==> src/rtl/vga_pkg.sv <==
// Shared definitions for the VGA display generator: pattern mode encodings,
// default 640x480@60 timing and a small helper for computing line/frame totals.
package vga_pkg;

  typedef enum logic [1:0] {
    MODE_SOLID = 2'd0,
    MODE_BARS  = 2'd1,
    MODE_CHECK = 2'd2,
    MODE_EXT   = 2'd3
  } vga_mode_e;

  localparam int VGA_H_ACTIVE = 640;
  localparam int VGA_H_FP     = 16;
  localparam int VGA_H_SYNC   = 96;
  localparam int VGA_H_BP     = 48;

  localparam int VGA_V_ACTIVE = 480;
  localparam int VGA_V_FP     = 10;
  localparam int VGA_V_SYNC   = 2;
  localparam int VGA_V_BP     = 33;

  function automatic int vga_total(input int active, input int fp, input int sync, input int bp);
    return active + fp + sync + bp;
  endfunction

endpackage

==> src/rtl/vga_sync_counter.sv <==
// Horizontal/vertical raster counters with wrap logic and the region decodes
// (active area, sync windows, frame boundaries) derived from them.
module vga_sync_counter
  import vga_pkg::*;
#(
  parameter int H_ACTIVE = VGA_H_ACTIVE,
  parameter int H_FP     = VGA_H_FP,
  parameter int H_SYNC   = VGA_H_SYNC,
  parameter int H_BP     = VGA_H_BP,
  parameter int V_ACTIVE = VGA_V_ACTIVE,
  parameter int V_FP     = VGA_V_FP,
  parameter int V_SYNC   = VGA_V_SYNC,
  parameter int V_BP     = VGA_V_BP,
  localparam int H_TOTAL = vga_total(H_ACTIVE, H_FP, H_SYNC, H_BP),
  localparam int V_TOTAL = vga_total(V_ACTIVE, V_FP, V_SYNC, V_BP),
  localparam int HW      = $clog2(H_TOTAL),
  localparam int VW      = $clog2(V_TOTAL)
) (
  input  logic          vga_clk,
  input  logic          rst_n,
  output logic [HW-1:0] h_cnt,
  output logic [VW-1:0] v_cnt,
  output logic          active,
  output logic          hs_active,
  output logic          vs_active,
  output logic          line_last,
  output logic          frame_first,
  output logic          frame_last
);

  logic [HW-1:0] h_q, h_d;
  logic [VW-1:0] v_q, v_d;
  logic          v_last;

  assign line_last = (32'(h_q) == H_TOTAL - 1);
  assign v_last    = (32'(v_q) == V_TOTAL - 1);

  always_comb begin
    h_d = line_last ? '0 : h_q + HW'(1);
    v_d = v_q;
    if (line_last) begin
      v_d = v_last ? '0 : v_q + VW'(1);
    end
  end

  always_ff @(posedge vga_clk or negedge rst_n) begin
    if (!rst_n) begin
      h_q <= '0;
      v_q <= '0;
    end else begin
      h_q <= h_d;
      v_q <= v_d;
    end
  end

  assign h_cnt       = h_q;
  assign v_cnt       = v_q;
  assign active      = (32'(h_q) < H_ACTIVE) && (32'(v_q) < V_ACTIVE);
  assign hs_active   = (32'(h_q) >= H_ACTIVE + H_FP) && (32'(h_q) < H_ACTIVE + H_FP + H_SYNC);
  assign vs_active   = (32'(v_q) >= V_ACTIVE + V_FP) && (32'(v_q) < V_ACTIVE + V_FP + V_SYNC);
  assign frame_first = (h_q == '0) && (v_q == '0);
  assign frame_last  = line_last && v_last;

endmodule

==> src/rtl/vga_display_gen.sv <==
// VGA test-pattern generator: raster timing from vga_sync_counter, a pattern
// mux (solid, bars, checkerboard, external) and one stage of output registers.
module vga_display_gen
  import vga_pkg::*;
#(
  parameter int H_ACTIVE   = VGA_H_ACTIVE,
  parameter int H_FP       = VGA_H_FP,
  parameter int H_SYNC     = VGA_H_SYNC,
  parameter int H_BP       = VGA_H_BP,
  parameter int V_ACTIVE   = VGA_V_ACTIVE,
  parameter int V_FP       = VGA_V_FP,
  parameter int V_SYNC     = VGA_V_SYNC,
  parameter int V_BP       = VGA_V_BP,
  parameter bit HS_POL     = 1'b0,
  parameter bit VS_POL     = 1'b0,
  parameter int COLOR_BITS = 1,
  parameter int CHK_LOG2   = 5,
  localparam int H_TOTAL   = vga_total(H_ACTIVE, H_FP, H_SYNC, H_BP),
  localparam int V_TOTAL   = vga_total(V_ACTIVE, V_FP, V_SYNC, V_BP),
  localparam int HW        = $clog2(H_TOTAL),
  localparam int VW        = $clog2(V_TOTAL),
  localparam int RGB_W     = 3 * COLOR_BITS
) (
  input  logic             vga_clk,
  input  logic             rst_n,
  input  logic [1:0]       mode,
  input  logic [RGB_W-1:0] solid_rgb,
  input  logic [RGB_W-1:0] pixel_in,
  output logic [HW-1:0]    pix_x,
  output logic [VW-1:0]    pix_y,
  output logic             pix_req,
  output logic [RGB_W-1:0] RGB,
  output logic             hsync,
  output logic             vsync,
  output logic             de,
  output logic             frame_start
);

  // A zero-width bar would never advance, so very narrow rasters use width 1.
  localparam int BAR_W = (H_ACTIVE / 8 > 0) ? H_ACTIVE / 8 : 1;
  localparam int BPW   = (BAR_W > 1) ? $clog2(BAR_W) : 1;

  logic [HW-1:0] h_cnt;
  logic [VW-1:0] v_cnt;
  logic          active, hs_active, vs_active;
  logic          line_last, frame_first, frame_last;

  vga_sync_counter #(
    .H_ACTIVE (H_ACTIVE),
    .H_FP     (H_FP),
    .H_SYNC   (H_SYNC),
    .H_BP     (H_BP),
    .V_ACTIVE (V_ACTIVE),
    .V_FP     (V_FP),
    .V_SYNC   (V_SYNC),
    .V_BP     (V_BP)
  ) u_sync (
    .vga_clk     (vga_clk),
    .rst_n       (rst_n),
    .h_cnt       (h_cnt),
    .v_cnt       (v_cnt),
    .active      (active),
    .hs_active   (hs_active),
    .vs_active   (vs_active),
    .line_last   (line_last),
    .frame_first (frame_first),
    .frame_last  (frame_last)
  );

  assign pix_x   = h_cnt;
  assign pix_y   = v_cnt;
  assign pix_req = active;

  vga_mode_e        mode_q, mode_d;
  logic [BPW-1:0]   bar_px_q, bar_px_d;
  logic [2:0]       bar_k_q, bar_k_d;
  logic [RGB_W-1:0] rgb_q, rgb_d;
  logic             de_q, de_d;
  logic             hsync_q, hsync_d;
  logic             vsync_q, vsync_d;
  logic             fs_q, fs_d;
  logic [RGB_W-1:0] bar_rgb;
  logic [RGB_W-1:0] pat_rgb;
  logic             chk_on;

  // Mode only changes at the very last raster position so a frame never tears.
  assign mode_d = frame_last ? vga_mode_e'(mode) : mode_q;

  always_comb begin
    bar_px_d = bar_px_q;
    bar_k_d  = bar_k_q;
    if (line_last) begin
      bar_px_d = '0;
      bar_k_d  = '0;
    end else if (active) begin
      if (32'(bar_px_q) == BAR_W - 1) begin
        bar_px_d = '0;
        if (bar_k_q != 3'd7) begin
          bar_k_d = bar_k_q + 3'd1;
        end
      end else begin
        bar_px_d = bar_px_q + BPW'(1);
      end
    end
  end

  // Channel gi of {R,G,B} (B at gi=0) is lit by bit gi of the bar index.
  for (genvar gi = 0; gi < 3; gi++) begin : g_bar_chan
    assign bar_rgb[gi*COLOR_BITS +: COLOR_BITS] = {COLOR_BITS{bar_k_q[gi]}};
  end

  assign chk_on = h_cnt[CHK_LOG2] ^ v_cnt[CHK_LOG2];

  always_comb begin
    pat_rgb = '0;
    case (mode_q)
      MODE_SOLID: pat_rgb = solid_rgb;
      MODE_BARS:  pat_rgb = bar_rgb;
      MODE_CHECK: pat_rgb = {RGB_W{chk_on}};
      MODE_EXT:   pat_rgb = pixel_in;
      default:    pat_rgb = '0;
    endcase
  end

  always_comb begin
    rgb_d   = active ? pat_rgb : '0;
    de_d    = active;
    hsync_d = hs_active ? HS_POL : ~HS_POL;
    vsync_d = vs_active ? VS_POL : ~VS_POL;
    fs_d    = frame_first;
  end

  always_ff @(posedge vga_clk or negedge rst_n) begin
    if (!rst_n) begin
      mode_q   <= MODE_SOLID;
      bar_px_q <= '0;
      bar_k_q  <= '0;
      rgb_q    <= '0;
      de_q     <= 1'b0;
      hsync_q  <= ~HS_POL;
      vsync_q  <= ~VS_POL;
      fs_q     <= 1'b0;
    end else begin
      mode_q   <= mode_d;
      bar_px_q <= bar_px_d;
      bar_k_q  <= bar_k_d;
      rgb_q    <= rgb_d;
      de_q     <= de_d;
      hsync_q  <= hsync_d;
      vsync_q  <= vsync_d;
      fs_q     <= fs_d;
    end
  end

  assign RGB         = rgb_q;
  assign de          = de_q;
  assign hsync       = hsync_q;
  assign vsync       = vsync_q;
  assign frame_start = fs_q;

endmodule
==> config.mk <==
export PLATFORM = sky130hd
export DESIGN_NAME = vga_display_gen
export DESIGN_NICKNAME = d
export VERILOG_FILES = /design/src/rtl/vga_pkg.sv /design/src/rtl/vga_sync_counter.sv /design/src/rtl/vga_display_gen.sv
export SDC_FILE = /design/constraint.sdc
export NUM_CORES = 1
export LEC_CHECK = 0
export CAP_MARGIN = 20
export CORE_MARGIN = 8
export CORE_UTILIZATION = 50
export DETAILED_ROUTE_END_ITERATION = 8
export DONT_BUFFER_PORTS = 1
export PLACE_DENSITY = 0.66
export SLEW_MARGIN = 20
export SYNTH_ARGS = -nofsm -noshare
export SYNTH_HDL_FRONTEND = slang
export SYNTH_SLANG_ARGS = --single-unit
export TNS_END_PERCENT = 10
==> constraint.sdc <==
create_clock -name vga_clk -period 4.05 [get_ports vga_clk]
set_input_delay 1.0125 -clock vga_clk [delete_from_list [all_inputs] [get_ports vga_clk]]
set_output_delay 1.0125 -clock vga_clk [all_outputs]
set_load 0.02 [all_outputs]
Word level (Yosys, flattened, before mapping)
Index checks and enable logic that the tools add are counted.

word-level totals
  flip-flop bits (word level) = 39
  latch bits = 0
  bits in writable memories = 0
  ROM bits = 0
  input port bits = 10
  output and inout port bits = 28
  word-level logic and storage cells = 53
  memories = 0

cells by class
  $add $sub $neg = 4
  multipliers = 0
  div/mod/pow operators = 0
  order comparisons = 6
  equality and inequality tests = 7
  shifts and indexed selects = 0
  mux-type cells = 13
  bitwise gates (word level) = 1
  reduce and logical (&&, ||, !) cells = 12

operators with widths
  cell                                                                 count
  two-way mux 7 bit                                                    3
  adder 10 x 1 -> 10 bit (second input constant)                       2
  equality test 10 bit (second input constant)                         2
  logical NOT 10 bit                                                   2
  < comparator 10 bit (second input constant)                          2
  < comparator 10 x 9 -> 1 bit (second input constant)                 2
  two-way mux 10 bit                                                   2
  two-way mux 3 bit                                                    5
  one-hot mux 3 bit (4 select lines)                                   1
  greater-or-equal comparator 10 bit (second input constant)           1
  greater-or-equal comparator 10 x 9 -> 1 bit (second input constant)  1
  adder 7 x 1 -> 7 bit (second input constant)                         1
  equality test 7 bit (second input constant)                          1
  nonzero test 2 bit                                                   3
  logical AND 1 bit                                                    5
  equality test 2 bit (second input constant)                          2
  adder 3 x 1 -> 3 bit (second input constant)                         1
  != test 3 bit (second input constant)                                1
  AND reduction 3 bit                                                  1
  equality test 2 x 1 -> 1 bit (second input constant)                 1
  logical NOT 2 bit                                                    1
  two-way mux 1 bit                                                    2
  bitwise XOR 1 bit                                                    1

Longest topological paths before layout
Gate-level depths: netlist (run 1).

  word-level depth = 5
  mapped depth = 7
  mapped depth without buffers = 6

Modules after synthesis
From an unflattened synthesis (run 1), not the netlist that was laid out.

unflattened totals
  cells, all modules = 195
  area total of the unflattened synthesis = 2059.5 um^2

modules (own cells, without submodules)
  module            times used  cells an instance  area each (um^2)  sequential area each (um^2)
  vga_sync_counter  1           113                1113.6            500.5
  vga_display_gen   1           82                 945.9             478.0

Least setup slack after synthesis (run 1)
No wires, ideal clock.

  path kind = flip-flop to output port
  start = register u_sync.v_q[5], in the netlist u_sync.v_cnt[5]
  end = output port pix_req
  arrival time = 1457 ps
  required time = 3038 ps
  setup slack = 1580 ps
  cell stages (with the launch flop) = 6
  path through = dfrtp_1 buf_6 and4_4 or3_1 buf_2 inv_1

between the ends
  cells in the longest elaborated chain, start to end = 2

RTL lines
  what                          line                    source
  start: declaration            vga_sync_counter.sv:32  logic [VW-1:0] v_q, v_d;
  start signal: assignment      vga_sync_counter.sv:52  v_q <= v_d;
  < comparator 10 x 9 -> 1 bit  vga_sync_counter.sv:58  assign active = (32'(h_q) < H_ACTIVE) && (32'(v_q) < V_ACTIVE);
  logical AND 1 bit             vga_sync_counter.sv:58
  end: declaration              vga_display_gen.sv:31   output logic pix_req,

No other way between the ends.

Worst setup path after layout (run 1)
Same ends and word-level chain as after synthesis.

==> flow_metrics.tcl, run 1 <==
set metrics [dict create \
    p_clk_share_pct 46.2 \
    syn_avg_cell_area_um2 10.0 \
    period_share_pct 71.7 \
    finalSetupViolCount 0 \
    placed_area_mm2 0.00201 \
    rsz0062_at_grt "false" \
    drive_gt1_share_pct 8.63 \
    grt_pass1_wl_um 7300 \
    grt-ovfl-total 0 \
    dp_hpwl_um 3180 \
    vdd_drop_max_mv 0.186 \
    grt_pass1_vias 1523 \
    port-buffer-count 0 \
    fmax_ghz 0.344 \
    avgViaCountPerCell 6.03 \
    synth-edff-count 0 \
    gp_congestion 0.848 \
    worstPathArrival_ns 1.89 \
    drtPass1Iterations 4 \
    fin_tns_setup_ns 0 \
    switchingPower_uw 135 \
    leakage_nw 0.963 \
    setup.worst_path.class "flop to output pin" \
    synthXorXnorAreaFrac_pct 4.38 \
    rows 23 \
    maxCapViolations 0 \
    status "finished, final reports clean" \
    cts_root_buf "clkbuf_8" \
    die_w_um 79.2 \
    design_area_mm2 0.00213 \
    intPower_uw 589 \
    cts_sinks 39 \
    ys_types 38 \
    core_mm2 0.00391 \
    drt_iter0_markers 90 \
    synth_top_family_by_area "simple AND/OR/NAND/NOR gates" \
    start_kind "flop" \
    cp-end-kind "output pin" \
    power_density_mw_per_mm2 340 \
    synthAdderAreaFrac_pct 4.38 \
    antenna_cells 0 \
    synth.area.top_cells "dfrtp_1, mux2i_1, ha_1, nand2_1, mux2_2" \
    synth_top_cell_area_share_pct 46.3 \
    final_core_util_pct 54.4 \
    cts_setup_buffers 0 \
    routedWlPerCell_um 17.8 \
    postRouteAntennaNets 0 \
    cts_tree "yes" \
    die_h_um 79.2 \
    syn-instance-count 199 \
    antenna_found_initial 0 \
    synth_nets 216 \
    yosysWarnings 0 \
    swShare_pct 18.7 \
    clock_latency_ns 0.29 \
    finalHoldViolCount 0 \
    maxSlewHeadroom_pct 53.9 \
    clock_skew_ns 0.00394 \
    synth-async-reset-ratio_pct 100 \
    tightest_slew_ns 0.691 \
    synth-simple-area-share_pct 23.1 \
    synth_flop_cell "dfrtp_1" \
    nets 213 \
    drt-total-wl_um 4390 \
    synth_top_area_cell "dfrtp_1" \
    timing.final.ws_setup_ns 1.14 \
    clk_pin_slew_ns 0.08 \
    route.detailed.drc 0 \
    grt_usage_pct 15.0 \
    grt_max_degree 40 \
    postCtsResizedCells 0 \
    synth_seq_cells 39 \
    start_util_pct 51.1 \
    dieArea_mm2 0.00628 \
    cts_buffers 5 \
    ios 38 \
    cts_max_level 2 \
    min_period_ns 2.91 \
    vias 1490 \
    synth_compound_area_share_pct 7.64 \
    area_growth_pct 6.64 \
    yosysSeqAreaShare_pct 49.0 \
    cp.required_ns 3.04 \
    cp_max_fo 8 \
    combPwrFrac_pct 0 \
    yosys-mux-area-fraction_pct 7.83 \
    hold_buffers 0 \
    r2r_slack_ns 1.62 \
    hold_path.class "input pin to async pin" \
    maxSlewViolCount 0 \
    dp_slack_ns 1.45 \
    clock_path_buffers 2 \
    syn_area_mm2 0.00200 \
    p_seq_share_pct 53.8 \
]
[synthesized netlist by cell type (3+ instances only)]
cell       n
a21oi_1    6
xor2_1     5
nand2_1   21
mux2i_1   10
clkbuf_1   7
nor2b_1    5
a211oi_1   3
nor4_1     8
nand4_1    6
and3_1     4
or3_1      3
nand3_1   11
o21a_1     3
nor2_1    14
nor3_1     5
mux2_2     5
dfrtp_1   37
inv_1      7
ha_1       7
o21ai_0    4
xnor2_1    5
[cell families (layout without fill, tap and decap cells)]
| group | Yosys count | after routing |
|---|---|---|
| AO/OA/AOI/OAI | 23 | 23 |
| XOR/XNOR | 10 | 10 |
| adder cells (fa/ha/maj) | 7 | 7 |
| buffers and inverters | 17 | 15 |
| flip-flops | 39 | 39 |
| multiplexers | 15 | 15 |
| AND/OR/NAND/NOR | 88 | 88 |
[per-stage QoR]
stage | std cells | hold slack (ns) | total power, mW
after floorplan | 199 | 0.469 | 0.397
after global placement | 239 | 0.498 | 0.397
after detailed placement | 239 | 0.499 | 0.397
after CTS | 247 | 0.398 | 0.730
after global routing | 247 | 0.387 | 0.747
final | 247 | 0.408 | 0.724
[state kept, by name (all words and copies together), names as in the netlist]
| name | cells |
|---|---|
| bar_k_q | 3 |
| mode_q | 2 |
| u_sync.v_cnt | 10 |
| de | 1 |
| u_sync.h_cnt | 10 |
| frame_start | 1 |
| bar_px_q | 7 |
| vsync | 1 |
| hsync | 1 |
| RGB | 3 |
[per-layer routing]
layer | global-route usage (%) | share of wire [%] | wire length, um | vias up
met3 | 6.32 | 7.7 | 337 | 7
li1 | - | - | - | 693
met2 | 24.1 | 49 | 2160 | 39
met1 | 16.1 | 41 | 1820 | 751
met4 | 8.89 | 1.9 | 84 | 0
met5 | 0 | 0 | 0 | -
[layout by cell type, fill, tap and decap left out, types with 3 or more instances in the layout]
cell	instances
a211oi_1	3
a21oi_1	6
nor2b_1	5
or3_1	3
nand3_1	11
mux2_2	5
clkbuf_8	6
and3_1	4
o21ai_0	4
nor3_1	5
xnor2_1	5
ha_1	7
dfrtp_1	37
xor2_1	5
o21a_1	3
inv_1	7
nor4_1	8
mux2i_1	10
nand2_1	21
nand4_1	6
nor2_1	14
[power by group through the flow]
stage / sequential, mW / combinational [mW] / clock (mW)
final: 0.389 / 0.000122 / 0.335
after global routing: 0.389 / 0.000122 / 0.358
after global placement: 0.397 / 0.000122 / 0
after floorplan: 0.397 / 0.000122 / 0
after CTS: 0.389 / 0.000122 / 0.341
after detailed placement: 0.397 / 0.000122 / 0
[final timing paths]
path | start | endpoint | depth (start not counted)
min in group vga_clk | bar_px_q[2] | bar_px_q[2] | 1
worst max register to register | u_sync.h_cnt[0] | u_sync.v_cnt[8] | 5
worst min register to register | bar_px_q[2] | bar_px_q[2] | 1
worst min-delay path | rst_n | mode_q[0] | 0
worst max-delay path | u_sync.v_cnt[5] | pix_req | 3
max in group asynchronous | rst_n | hsync | 0
[critical path: stages (launching register included)]
cell and delay [ns]:
dfrtp_1 0.55, and4_4 0.27, or3_1 0.47, inv_1 0.31
[final cells by class]
class | count | area, um^2
fillers | 380 | 1780
flip-flops and latches | 39 | 978
multi-input cells | 143 | 946
clock buffers | 6 | 82.6
well taps | 50 | 62.6
clock inverters | 2 | 35.0
inverters | 7 | 26.3
Power figures use the tool's default switching activity.
==> run 2, diff against run 1 <==
==> constraint.sdc (replaced) <==
create_clock -name vga_clk -period 2.7 [get_ports vga_clk]
set_input_delay 0.675 -clock vga_clk [delete_from_list [all_inputs] [get_ports vga_clk]]
set_output_delay 0.675 -clock vga_clk [all_outputs]
set_load 0.02 [all_outputs]
==> run 2 against run 1 <==
Compared with the run above: clock power is 49% higher; cell count is 1.6% higher; critical endpoint unchanged; critical path depth stayed put; core utilization is 0.77 points higher; highest routed layer unchanged; sequential power is 50% higher; largest power group unchanged.
==> flow_metrics.tcl, run 2 (synthesis results as in run 1) <==
set metrics [dict create \
    status "finished, final reports clean" \
    fmax_ghz 0.400 \
    port-buffer-count 0 \
    postRouteAntennaNets 0 \
    area_growth_pct 8.14 \
    cts_buffers 5 \
    hold_path.class "input pin to async pin" \
    finalHoldViolCount 0 \
    maxSlewHeadroom_pct 67.0 \
    core_mm2 0.00391 \
    r2r_slack_ns 0.54 \
    clk_pin_slew_ns 0.08 \
    grt_pass1_wl_um 7290 \
    period_share_pct 92.7 \
    setup.worst_path.class "flop to output pin" \
    min_period_ns 2.50 \
    start_util_pct 51.1 \
    cts_sinks 39 \
    swShare_pct 18.5 \
    nFillCells 358 \
    fin_tns_setup_ns 0 \
    grt_max_degree 40 \
    worstPathArrival_ns 1.83 \
    p_seq_share_pct 53.9 \
    rsz0062_at_grt "false" \
    switchingPower_uw 201 \
    vias 1485 \
    vdd_drop_max_mv 0.248 \
    rows 23 \
    cp-end-kind "output pin" \
    clock_path_buffers 2 \
    start_kind "flop" \
    clock_latency_ns 0.29 \
    layout_commonest_cell "dfrtp_1" \
    drt-total-wl_um 4410 \
    grt-ovfl-total 0 \
    cts_root_buf "clkbuf_8" \
    dp_hpwl_um 3320 \
    drt_iter0_markers 105 \
    gp_congestion 0.892 \
    power_density_mw_per_mm2 502 \
    leakage_nw 0.983 \
    route.detailed.drc 0 \
    hold_buffers 0 \
    routedWlPerCell_um 17.6 \
    maxCapViolations 0 \
    timing.hold.ws_ns 0.0700 \
    tightest_slew_ns 0.494 \
    cts_setup_buffers 0 \
    die_h_um 79.2 \
    drtPass1Iterations 4 \
    intPower_uw 883 \
    cp_max_fo 8 \
    avgViaCountPerCell 5.92 \
    dieArea_mm2 0.00628 \
    placed_area_mm2 0.00204 \
    timing.rr.end "u_sync.v_cnt[4]" \
    drive_gt1_share_pct 10.4 \
    die_w_um 79.2 \
    ios 38 \
    layout_common_cells "dfrtp_1, nand2_1, nor2_1" \
    antenna_cells 0 \
    design_area_mm2 0.00216 \
    grt_usage_pct 14.8 \
    cts_max_level 2 \
    maxSlewViolCount 0 \
    r2r_start "u_sync.h_cnt[0]" \
    grt_pass1_vias 1484 \
    nets 217 \
    p_clk_share_pct 46.1 \
    cp.required_ns 2.03 \
    clock_skew_ns 0.00761 \
    postCtsResizedCells 0 \
    antenna_found_initial 0 \
    combPwrFrac_pct 0 \
    finalSetupViolCount 0 \
    rr_worst_depth 6 \
    cts_tree "yes" \
]
-- run 2: cell count changes in the layout (fill, tap and decap cells not counted), sizes merged --
cell / previous run / this run
buf: 0 / 4
-- run 2: metrics by stage --
step | total power, mW | setup slack [ns] | utilization, % | std cells
global placement | 0.596 | 0.556 | 52.2 | 243
global route | 1.13 | 0.0832 | 55.2 | 251
finish | 1.08 | 0.197 | 55.2 | 251
detailed placement | 0.596 | 0.520 | 52.2 | 243
floorplan | 0.596 | 0.568 | - | 199
CTS | 1.10 | 0.190 | 55.2 | 251
-- run 2: power groups by stage --
stage / clock [mW] / sequential (mW) / combinational (mW)
2_1_floorplan: 0 / 0.595 / 0.000183
3_3_place_gp: 0 / 0.595 / 0.000183
3_5_place_dp: 0 / 0.595 / 0.000183
4_1_cts: 0.514 / 0.584 / 0.000183
5_1_grt: 0.542 / 0.584 / 0.000183
6_report: 0.500 / 0.584 / 0.000183
-- run 2: critical path, stage by stage (launching register included) --
cell and delay [ns]:
dfrtp_1 0.51, and4_4 0.26, or3_1 0.46, inv_1 0.31
-- run 2: layout make-up --
type                       count  area, um^2  area share (%)
inverter                       7        26.3            1.22
clock buffer                   6        82.6            3.82
tap                           50        62.6            2.90
multi-input combinational    143         946            43.8
sequential                    39         978            45.3
clock inverter                 2        35.0            1.62
timing repair buffer           4        30.0            1.39
-- run 2: per-layer routing --
| metal | track usage, % | vias to the layer above | routed length (um) |
|---|---|---|---|
| li1 | - | 709 | - |
| met1 | 17.6 | 727 | 1830 |
| met2 | 22.4 | 42 | 2140 |
| met5 | 0 | - | 0 |
| met4 | 7.22 | 0 | 90 |
| met3 | 6.55 | 7 | 354 |
-- run 2: worst max-delay path by stage --
stage	startpoint	to	slack (ns)
2_1_floorplan	u_sync.v_cnt[5]	pix_req	0.57
3_3_place_gp	u_sync.v_cnt[8]	pix_req	0.56
3_5_place_dp	u_sync.v_cnt[8]	pix_req	0.52
4_1_cts	u_sync.v_cnt[8]	pix_req	0.19
5_1_grt	u_sync.h_cnt[7]	pix_req	0.08
6_report	u_sync.v_cnt[8]	pix_req	0.20
